`src/rtl/ldst_control_sequencer_pkg.sv`:
```
// Shared definitions for the load/store control sequencer: state encodings, opcode constants,
// strobe-vector bit positions and the per-state strobe decode.
package ldst_control_sequencer_pkg;

  localparam int OPCODE_WIDTH = 5;
  localparam int ALU_OP_WIDTH = 5;

  localparam logic [OPCODE_WIDTH-1:0] OP_LD  = 5'b00000;
  localparam logic [OPCODE_WIDTH-1:0] OP_LDI = 5'b00001;
  localparam logic [OPCODE_WIDTH-1:0] OP_ST  = 5'b00010;
  localparam logic [ALU_OP_WIDTH-1:0] ALU_ADD = 5'b00011;

  typedef enum logic [4:0] {
    S_IDLE  = 5'd0,
    S_T0    = 5'd1,
    S_T1    = 5'd2,
    S_W1    = 5'd3,
    S_T2    = 5'd4,
    S_DEC   = 5'd5,
    S_T3    = 5'd6,
    S_T4    = 5'd7,
    S_T5    = 5'd8,
    S_T6    = 5'd9,
    S_W2    = 5'd10,
    S_T7    = 5'd11,
    S_W3    = 5'd12,
    S_END   = 5'd13,
    S_FAULT = 5'd14
  } state_e;

  localparam int SB_PCOUT   = 0;
  localparam int SB_INCPC   = 1;
  localparam int SB_PCIN    = 2;
  localparam int SB_MARIN   = 3;
  localparam int SB_MDRIN   = 4;
  localparam int SB_MDROUT  = 5;
  localparam int SB_IRIN    = 6;
  localparam int SB_YIN     = 7;
  localparam int SB_ZIN     = 8;
  localparam int SB_ZLOOUT  = 9;
  localparam int SB_COUT    = 10;
  localparam int SB_GRA     = 11;
  localparam int SB_GRB     = 12;
  localparam int SB_RIN     = 13;
  localparam int SB_ROUT    = 14;
  localparam int SB_BAOUT   = 15;
  localparam int SB_MEMREAD = 16;
  localparam int SB_MEMWRITE = 17;
  localparam int SB_MEMEN   = 18;
  localparam int NUM_STROBES = 19;

  typedef logic [NUM_STROBES-1:0] strobe_t;

  function automatic logic isLdst(input logic [OPCODE_WIDTH-1:0] op);
    return (op == OP_LD) || (op == OP_LDI) || (op == OP_ST);
  endfunction

  // Strobes asserted while sitting in a state; op is the captured opcode for execute states.
  function automatic strobe_t strobesFor(input state_e st, input logic [OPCODE_WIDTH-1:0] op);
    strobe_t s;
    s = '0;
    case (st)
      S_T0: begin
        s[SB_PCOUT] = 1'b1; s[SB_MARIN] = 1'b1; s[SB_INCPC] = 1'b1; s[SB_ZIN] = 1'b1;
      end
      S_T1: begin
        s[SB_ZLOOUT] = 1'b1; s[SB_PCIN] = 1'b1;
        s[SB_MEMREAD] = 1'b1; s[SB_MEMEN] = 1'b1; s[SB_MDRIN] = 1'b1;
      end
      S_W1: begin
        s[SB_MEMREAD] = 1'b1; s[SB_MEMEN] = 1'b1; s[SB_MDRIN] = 1'b1;
      end
      S_T2: begin
        s[SB_MDROUT] = 1'b1; s[SB_IRIN] = 1'b1;
      end
      S_T3: begin
        s[SB_GRB] = 1'b1; s[SB_BAOUT] = 1'b1; s[SB_YIN] = 1'b1;
      end
      S_T4: begin
        s[SB_COUT] = 1'b1; s[SB_ZIN] = 1'b1;
      end
      S_T5: begin
        s[SB_ZLOOUT] = 1'b1;
        if (op == OP_LDI) begin
          s[SB_GRA] = 1'b1; s[SB_RIN] = 1'b1;
        end else begin
          s[SB_MARIN] = 1'b1;
        end
      end
      S_T6, S_W2: begin
        s[SB_MDRIN] = 1'b1;
        if (op == OP_ST) begin
          s[SB_GRA] = 1'b1; s[SB_ROUT] = 1'b1;
        end else begin
          s[SB_MEMREAD] = 1'b1; s[SB_MEMEN] = 1'b1;
        end
      end
      S_T7, S_W3: begin
        if (op == OP_ST) begin
          s[SB_MEMWRITE] = 1'b1; s[SB_MEMEN] = 1'b1;
        end else begin
          s[SB_MDROUT] = 1'b1; s[SB_GRA] = 1'b1; s[SB_RIN] = 1'b1;
        end
      end
      default: ;
    endcase
    return s;
  endfunction

endpackage

```
`src/rtl/ldst_control_sequencer_mem_wait_timer.sv`:
```
// Counts consecutive memory-wait cycles and flags the cycle on which the count reaches
// MEM_WAIT_MAX; only instantiated when MEM_TIMEOUT_EN is defined.
module ldst_control_sequencer_mem_wait_timer #(
  parameter int MEM_WAIT_MAX = 15
) (
  input  logic clk_i,
  input  logic rst_ni,
  input  logic in_wait_i,
  output logic expired_o
);

  localparam int CountWidth = $clog2(MEM_WAIT_MAX + 1);

  logic [CountWidth-1:0] count_q, count_d;

  // Outside a wait the counter sits at zero, so every wait state starts counting fresh.
  always_comb begin
    count_d = count_q;
    if (!in_wait_i) begin
      count_d = '0;
    end else if (count_q != CountWidth'(MEM_WAIT_MAX)) begin
      count_d = count_q + 1'b1;
    end
  end

  always_ff @(posedge clk_i or negedge rst_ni) begin
    if (!rst_ni) begin
      count_q <= '0;
    end else begin
      count_q <= count_d;
    end
  end

  assign expired_o = in_wait_i && (count_q == CountWidth'(MEM_WAIT_MAX - 1));

endmodule

```
`src/rtl/ldst_control_sequencer.sv`:
```
// Hardwired fetch + ld/ldi/st control sequencer with registered Moore strobes.
// Optional memory-wait timeout (FAULT state, mem_timeout_o) is enabled by defining MEM_TIMEOUT_EN.
module ldst_control_sequencer
  import ldst_control_sequencer_pkg::*;
#(
  parameter int MEM_WAIT_MAX = 15
) (
  input  logic                    clk_i,
  input  logic                    clear_ni,
  input  logic                    run_i,
  input  logic [OPCODE_WIDTH-1:0] ir_opcode_i,
  input  logic                    memory_done_i,
  output logic                    PCout_o,
  output logic                    IncPC_o,
  output logic                    PCin_o,
  output logic                    MARin_o,
  output logic                    MDRin_o,
  output logic                    MDRout_o,
  output logic                    IRin_o,
  output logic                    Yin_o,
  output logic                    Zin_o,
  output logic                    Zlo_out_o,
  output logic                    Cout_o,
  output logic                    Gra_o,
  output logic                    Grb_o,
  output logic                    Rin_o,
  output logic                    Rout_o,
  output logic                    BAout_o,
  output logic                    Mem_Read_o,
  output logic                    Mem_Write_o,
  output logic                    Mem_enable512x32_o,
  output logic [ALU_OP_WIDTH-1:0] alu_op_o,
  output logic                    busy_o,
  output logic                    illegal_op_o,
  output logic                    mem_timeout_o,
  output logic [4:0]              state_dbg_o
);

  state_e                  state_q, state_d;
  logic [OPCODE_WIDTH-1:0] opcode_q, opcode_d;
  strobe_t                 strobe_q;
  logic [ALU_OP_WIDTH-1:0] alu_q;
  logic                    busy_q;
  logic                    illegal_q, illegal_d;
  logic                    timeout_q, timeout_d;
  logic                    inWait;
  logic                    waitExpired;

  assign inWait = (state_q == S_W1) || (state_q == S_W2) || (state_q == S_W3);

`ifdef MEM_TIMEOUT_EN
  ldst_control_sequencer_mem_wait_timer #(
    .MEM_WAIT_MAX(MEM_WAIT_MAX)
  ) u_wait_timer (
    .clk_i     (clk_i),
    .rst_ni    (clear_ni),
    .in_wait_i (inWait),
    .expired_o (waitExpired)
  );
`else
  logic unusedWaitCfg;
  assign unusedWaitCfg = inWait & (MEM_WAIT_MAX > 0);
  assign waitExpired   = 1'b0;
`endif

  // A completing access wins over an expiring wait on the same cycle.
  always_comb begin
    state_d   = state_q;
    opcode_d  = opcode_q;
    illegal_d = illegal_q;
    timeout_d = timeout_q;
    case (state_q)
      S_IDLE: if (run_i) state_d = S_T0;
      S_T0:   state_d = S_T1;
      S_T1:   state_d = S_W1;
      S_W1: begin
        if (memory_done_i) begin
          state_d = S_T2;
        end else if (waitExpired) begin
          state_d   = S_FAULT;
          timeout_d = 1'b1;
        end
      end
      S_T2:   state_d = S_DEC;
      S_DEC: begin
        opcode_d = ir_opcode_i;
        if (isLdst(ir_opcode_i)) begin
          state_d = S_T3;
        end else begin
          illegal_d = 1'b1;
          state_d   = run_i ? S_T0 : S_IDLE;
        end
      end
      S_T3:   state_d = S_T4;
      S_T4:   state_d = S_T5;
      S_T5:   state_d = (opcode_q == OP_LDI) ? S_END : S_T6;
      S_T6:   state_d = (opcode_q == OP_LD) ? S_W2 : S_T7;
      S_W2: begin
        if (memory_done_i) begin
          state_d = S_T7;
        end else if (waitExpired) begin
          state_d   = S_FAULT;
          timeout_d = 1'b1;
        end
      end
      S_T7:   state_d = (opcode_q == OP_LD) ? S_END : S_W3;
      S_W3: begin
        if (memory_done_i) begin
          state_d = S_END;
        end else if (waitExpired) begin
          state_d   = S_FAULT;
          timeout_d = 1'b1;
        end
      end
      S_END:   state_d = run_i ? S_T0 : S_IDLE;
      S_FAULT: state_d = S_FAULT;
      default: state_d = S_IDLE;
    endcase
  end

  // Outputs are decoded from the next state so they are registered alongside it.
  always_ff @(posedge clk_i or negedge clear_ni) begin
    if (!clear_ni) begin
      state_q   <= S_IDLE;
      opcode_q  <= '0;
      strobe_q  <= '0;
      alu_q     <= '0;
      busy_q    <= 1'b0;
      illegal_q <= 1'b0;
      timeout_q <= 1'b0;
    end else begin
      state_q   <= state_d;
      opcode_q  <= opcode_d;
      strobe_q  <= strobesFor(state_d, opcode_d);
      alu_q     <= (state_d == S_T4) ? ALU_ADD : '0;
      busy_q    <= (state_d != S_IDLE) && (state_d != S_FAULT);
      illegal_q <= illegal_d;
      timeout_q <= timeout_d;
    end
  end

  assign PCout_o            = strobe_q[SB_PCOUT];
  assign IncPC_o            = strobe_q[SB_INCPC];
  assign PCin_o             = strobe_q[SB_PCIN];
  assign MARin_o            = strobe_q[SB_MARIN];
  assign MDRin_o            = strobe_q[SB_MDRIN];
  assign MDRout_o           = strobe_q[SB_MDROUT];
  assign IRin_o             = strobe_q[SB_IRIN];
  assign Yin_o              = strobe_q[SB_YIN];
  assign Zin_o              = strobe_q[SB_ZIN];
  assign Zlo_out_o          = strobe_q[SB_ZLOOUT];
  assign Cout_o             = strobe_q[SB_COUT];
  assign Gra_o              = strobe_q[SB_GRA];
  assign Grb_o              = strobe_q[SB_GRB];
  assign Rin_o              = strobe_q[SB_RIN];
  assign Rout_o             = strobe_q[SB_ROUT];
  assign BAout_o            = strobe_q[SB_BAOUT];
  assign Mem_Read_o         = strobe_q[SB_MEMREAD];
  assign Mem_Write_o        = strobe_q[SB_MEMWRITE];
  assign Mem_enable512x32_o = strobe_q[SB_MEMEN];
  assign alu_op_o           = alu_q;
  assign busy_o             = busy_q;
  assign illegal_op_o       = illegal_q;
  assign mem_timeout_o      = timeout_q;
  assign state_dbg_o        = state_q;

endmodule
```
`config.mk`:
```
export PLATFORM = sky130hd
export DESIGN_NAME = ldst_control_sequencer
export DESIGN_NICKNAME = d
export VERILOG_FILES = /design/src/rtl/ldst_control_sequencer_pkg.sv /design/src/rtl/ldst_control_sequencer_mem_wait_timer.sv /design/src/rtl/ldst_control_sequencer.sv
export SDC_FILE = /design/constraint.sdc
export NUM_CORES = 1
export LEC_CHECK = 0
export ABC_AREA = 1
export BUFFER_PORTS_ARGS = -buffer_cell sky130_fd_sc_hd__buf_2
export CORE_ASPECT_RATIO = 0.6
export CORE_MARGIN = 2
export CORE_UTILIZATION = 40
export DETAILED_ROUTE_END_ITERATION = 12
export GPL_TIMING_DRIVEN = 0
export SETUP_SLACK_MARGIN = 0.5
export SLEW_MARGIN = 10
export SYNTH_ARGS = -nofsm -noshare
export SYNTH_HDL_FRONTEND = slang
export SYNTH_HIERARCHICAL = 1
export SYNTH_SLANG_ARGS = --single-unit
```
`constraint.sdc`:
```
create_clock -name clk_i -period 2.2 [get_ports clk_i]
set_input_delay 0.11 -clock clk_i [delete_from_list [all_inputs] [get_ports clk_i]]
set_output_delay 0.11 -clock clk_i [all_outputs]
set_load 0.1 [all_outputs]
```
# == Word-level counts from Yosys, hierarchy flattened ==
# Cells that the tools add are included.
# totals
ff_bits,33
input_bits,9
output_inout_bits,32
wordCells,85
# classes
eq_ne,31
mux,33
n_bitwise,1
n_reduce_logical,14
# ops
operator,n
$pmux W5 S15,1
$eq A5 B4 Y1 const B,12
$eq A5 B3 Y1 const B,7
$eq A5 B2 Y1 const B,6
$eq A5 B1 Y1 const B,5
$mux W5,5
$mux W1,16
$logic_not A5 Y1,3
$reduce_or A2 Y1,5
$pmux W1 S2,4
$mux W2,3
$mux W3,2
$pmux W1 S3,2
$ne A5 B4 Y1 const B,1
$reduce_bool A5 Y1,1
$reduce_or A4 Y1,1
$logic_or A1 B1 Y1,2
$reduce_and A2 Y1,1
$logic_and A1 B1 Y1,1
$not A1 Y1,1

# == Longest topological paths before layout ==
# depth
word_depth,8
mapped_depth,13
ltp_nobuf,12

# == Worst setup path after synthesis ==
# OpenSTA, ideal clock, no wires.
# synth_path
kind,reg-to-reg
from,"register state_q[0], in the netlist state_dbg_o[0]"
to,register strobe_q[11]
setup_time_ps,125
arrival_ps,2095
setup_slack_ps,-19
path_stages_with_launch,11
period_less_slack_ps,2219
cell_sequence,dfrtp_1 -> inv_2 -> nor2_4 -> nand2_4 -> nand2_1 -> o21ai_2 -> or2_4 -> nor3_4 -> inv_2 -> nand2_2 -> nand3_1
# synth_between
elab_chain_len,5
# synth_rtl
item,line,source
start: declaration,ldst_control_sequencer.sv:39,"state_e state_q, state_d;"
start signal: assignment,ldst_control_sequencer.sv:132,state_q <= state_d;
$eq A5 B3 Y1 (*),ldst_control_sequencer.sv:72,case (state_q)
$mux W5 (*),ldst_control_sequencer.sv:72,
named net opcode_d[3],ldst_control_sequencer.sv:40,"logic [OPCODE_WIDTH-1:0] opcode_q, opcode_d;"
$eq A5 B2 Y1 or $eq A5 B1 Y1 (tied branches),"ldst_control_sequencer_pkg.sv:92, ldst_control_sequencer_pkg.sv:99, ldst_control_sequencer_pkg.sv:84",
"$mux W1, on equally long branches","ldst_control_sequencer_pkg.sv:99, ldst_control_sequencer_pkg.sv:84, ldst_control_sequencer_pkg.sv:92",
$pmux W1 S3 (*),ldst_control_sequencer_pkg.sv:62,case (st)
end signal: assignment,ldst_control_sequencer.sv:134,"strobe_q <= strobesFor(state_d, opcode_d);"
end: declaration,ldst_control_sequencer.sv:41,strobe_t strobe_q;
# The timed path passes the listed nets; every way through them passes the cells marked *.
# A chain may end at the register's enable or synchronous reset.

# == Worst setup path after layout ==
# layout_path
from,"register state_q[3], in the netlist state_dbg_o[3]"
to,register strobe_q[11]
# Same word-level chain as after synthesis.

==> summary.txt <==
Pwr
  • Worst vdd ir: 748 uV
  • Pwr Total: 2.29 mW
  • Leak: 1.29 nW
  • PD cells: 1110 nW/um^2

Timing
  • FMAX: 537 MHz
  • Worst slew pin tran: 592 ps
  • RSZ-0062 raised after global routing: true
  • Period utilization: 84.7%
  • Worst clock skew: 9.96 ps
  • Max Slew Vio Count: 0
  • Period minus WS final: 1860 ps
  • Worst relative slew slack: 60.6%
  • Final setup TNS: 0 ps
  • Final setup violating endpoints: 0
  • Final hold vios: 0

Synth
  • Post-synthesis sequential area ratio: 45.9%
  • Top cells by count, synth: 47 x nand2_1, 32 x inv_1, 28 x dfrtp_1, 21 x nor2_1, 20 x nand3_1
  • Synth Area in Compound Gates: 4.01%
  • Yosys warns: 6
  • Share of the synthesized area in the top cell type: 45.9%
  • Async SR Flop Fraction: 100%
  • Simple-gate share of the synthesized area: 35.7%
  • Cell taking the most area after synthesis: dfrtp_1
  • Number of flops mapped to enable cells by yosys: 0
  • Synthesized netlist cell count: 198
  • Synth Cell Area: 1530 um^2
  • Synth top area cells: dfrtp_1 46%, nand2_1 12%, inv_1 7.9%, nand3_1 6.6%, nor2_1 5.2%
  • Top-count cell post-synth: nand2_1
  • Post-synthesis mux area share: 0%
  • Primary FF master, synth: dfrtp_1
  • Synth unique cells: 25
  • Synthesized area per cell: 7.72 um^2
  • Fraction of synthesized cell area in xor and xnor cells: 0%
  • Synthesized flop and latch total: 28
  • Post-Synth Adder-Cell Area: 0%
  • Largest family of logic cells by synthesized area: simple AND/OR/NAND/NOR gates

Placement
  • Placer Congestion: 0.856
  • Port Buffers: 36
  • Placement Cell Area: 1820 um^2
  • Post-Place Cells: 285
  • HPWL after DPL: 2.68 mm

Critical path
  • Most frequent CP cell: nand2_4
  • Critical Path Start Type: register
  • Critical path required time: 2370 ps
  • Crit Path Category: reg -> reg
  • Worst path cell trace: nor2_4, nand2_4, inv_8, nand2_8, nand2_2, o21ai_2, or2_4, nor3_4, inv_2, nand2_4, nand3_2
  • Worst-path fanout max: 5
  • CP max-delay cell: dfrtp_4
  • CP arrival: 2030 ps
  • Max incr delay on CP: 520 ps
  • Setup crit end kind: register

Drt
  • Routed WL: 3.54 mm
  • Via Count: 1366
  • Initial DRC count: 91
  • Vias per cell: 4.54
  • Routed Antenna Nets: 0
  • Wirelength per Cell: 11.8 um
  • # DRC: 0
  • Drt pass-1 iters: 4

Global routing
  • Total grt overflow: 0
  • Vias in the first global route: 1171
  • Gr usage total: 17.4%
  • Antenna violations before repair: 0
  • Largest net degree at the start of global routing: 29
  • First-pass GRT wire length: 5.77 mm

CTS
  • Htree depth: 1
  • Clock Latency Late Sink: 280 ps
  • Clock tree sinks: 28
  • Clock-pin slew on the worst setup and hold paths: 100 ps
  • Cts bufs inserted: 3
  • CTS Root Cell: clkbuf_8
  • Clk buf depth: 2
  • CTS tree: done

Finish
  • Final Cell Area: 2060 um^2
  • Fraction of layout cells with a size suffix above 1: 42.1%
  • Non-Filler Instances: 301
  • Area added between synthesis and finish: 35.0%
  • N_diodes: 0
  • Nets: 264

Floorplanning
  • Die H: 51.9 um
  • Core area: 3660 um^2
  • # IOs: 41
  • FP Rows: 17
  • Die area: 4350 um^2
  • Width of the die: 83.8 um
  • Starting Density: 41.8%

Job
  • MaxCap Viol Count: 0

Run status
  • Outcome: completed

Min path
  • Hold WC Path Type: in -> reg
cell type report:
class | count | area, um^2
buffer | 10 | 78.8
clock buffer | 3 | 41.3
clock inverter | 1 | 30.0
fill | 345 | 1600
inverter | 37 | 146
multi-input combinational | 128 | 709
sequential | 28 | 719
tap | 47 | 58.8
timing repair buffer | 47 | 278
state kept, by name, summed over array words and instances, names as in the netlist:
| signal | flops |
|---|---|
| opcode_q | 5 |
| illegal_op_o | 1 |
| state_dbg_o | 5 |
| alu_op_o | 1 |
| busy_o | 1 |
| strobe_q | 15 |
critical path, delay by kind of cell, from the launching register on:
| family | cells | cell delay, ps |
|---|---|---|
| flops | 1 | 520 |
| simple gates | 8 | 990 |
| compound gates | 1 | 50 |
| buf+inv | 2 | 170 |
worst paths after layout:
path	end	startpoint	slack [ps]	depth (start not counted)
max in group asynchronous	state_dbg_o[0]$_DFF_PN0_	clear_ni	1390	2
setup / recovery	strobe_q[11]$_DFF_PN0_	state_dbg_o[3]$_DFF_PN0_	340	11
hold / removal	opcode_q[0]$_DFF_PN0_	ir_opcode_i[0]	100	3
min in group asynchronous	opcode_q[2]$_DFF_PN0_	clear_ni	360	2
hold reg to reg	illegal_op_o$_DFFE_PN0P_	illegal_op_o$_DFFE_PN0P_	470	2
setup reg to reg	strobe_q[11]$_DFF_PN0_	state_dbg_o[3]$_DFF_PN0_	340	11
layer usage:
layer  wire length [um]  share of wire, %  global-route usage [%]  up-vias
met4                 14              0.40                    4.03        0
met3                300               8.5                    4.29        2
li1                   -                 -                       -      707
met1               1830                52                    27.0      613
met2               1400                39                    24.1       44
met5                  0                 0                       0        -
stage by stage:
stage | setup WS (ps) | hold slack (ps) | util, %
floorplan | 381 | -186 | -
global placement | 385 | 166 | 49.7
detailed placement | 387 | 165 | 49.7
CTS | 402 | 97.2 | 54.4
global route | 251 | 119 | 56.4
finish | 336 | 96.0 | 56.4
cells by family (layout without fill, tap and decap cells):
kind of cell	after synthesis	count (layout)
buffers and inverters	47	98
AND/OR/NAND/NOR	112	113
other	1	5
AO/OA/AOI/OAI	10	10
flip-flops	28	28
report_power, final:
| part | switching (mW) | total (mW) | internal [mW] |
|---|---|---|---|
| clock | 0.164 | 0.408 | 0.244 |
| combinational | 0.961 | 1.18 | 0.214 |
| sequential | 0.0772 | 0.706 | 0.629 |
cell usage in the layout (no fill, tap or decap):
cell,netlist,final
dfrtp_4,0,5
o21ai_0,4,2
nor2_1,21,18
buf_2,1,36
nand2_4,2,3
or2_4,1,1
clkbuf_8,0,3
buf_4,9,18
nor3_2,1,1
conb_1,1,5
inv_2,4,5
dfrtp_1,28,23
bufinv_16,0,1
nand3_1,20,15
nand4_1,4,4
nor2_2,7,8
dlygate4sd3_1,0,1
nor2_4,1,3
nand3_2,2,7
o21ai_2,2,3
a31oi_1,1,1
nand3b_1,1,1
o21ai_1,2,3
inv_8,0,1
buf_6,0,1
buf_12,0,1
o21a_1,1,1
nand2_8,0,1
nand2_1,47,42
nor3_4,1,1
inv_1,32,31
nand2_2,4,8
what timing repair did:
item,CTS,global route
setup buffers,6,4
gates resized for setup,9,10
gates cloned,0,1
hold buffers,1,0
pin swaps,1,8
endpoints found under the hold margin,28,0
setup endpoints to repair,12,12
(Power assumes the default switching activity.)
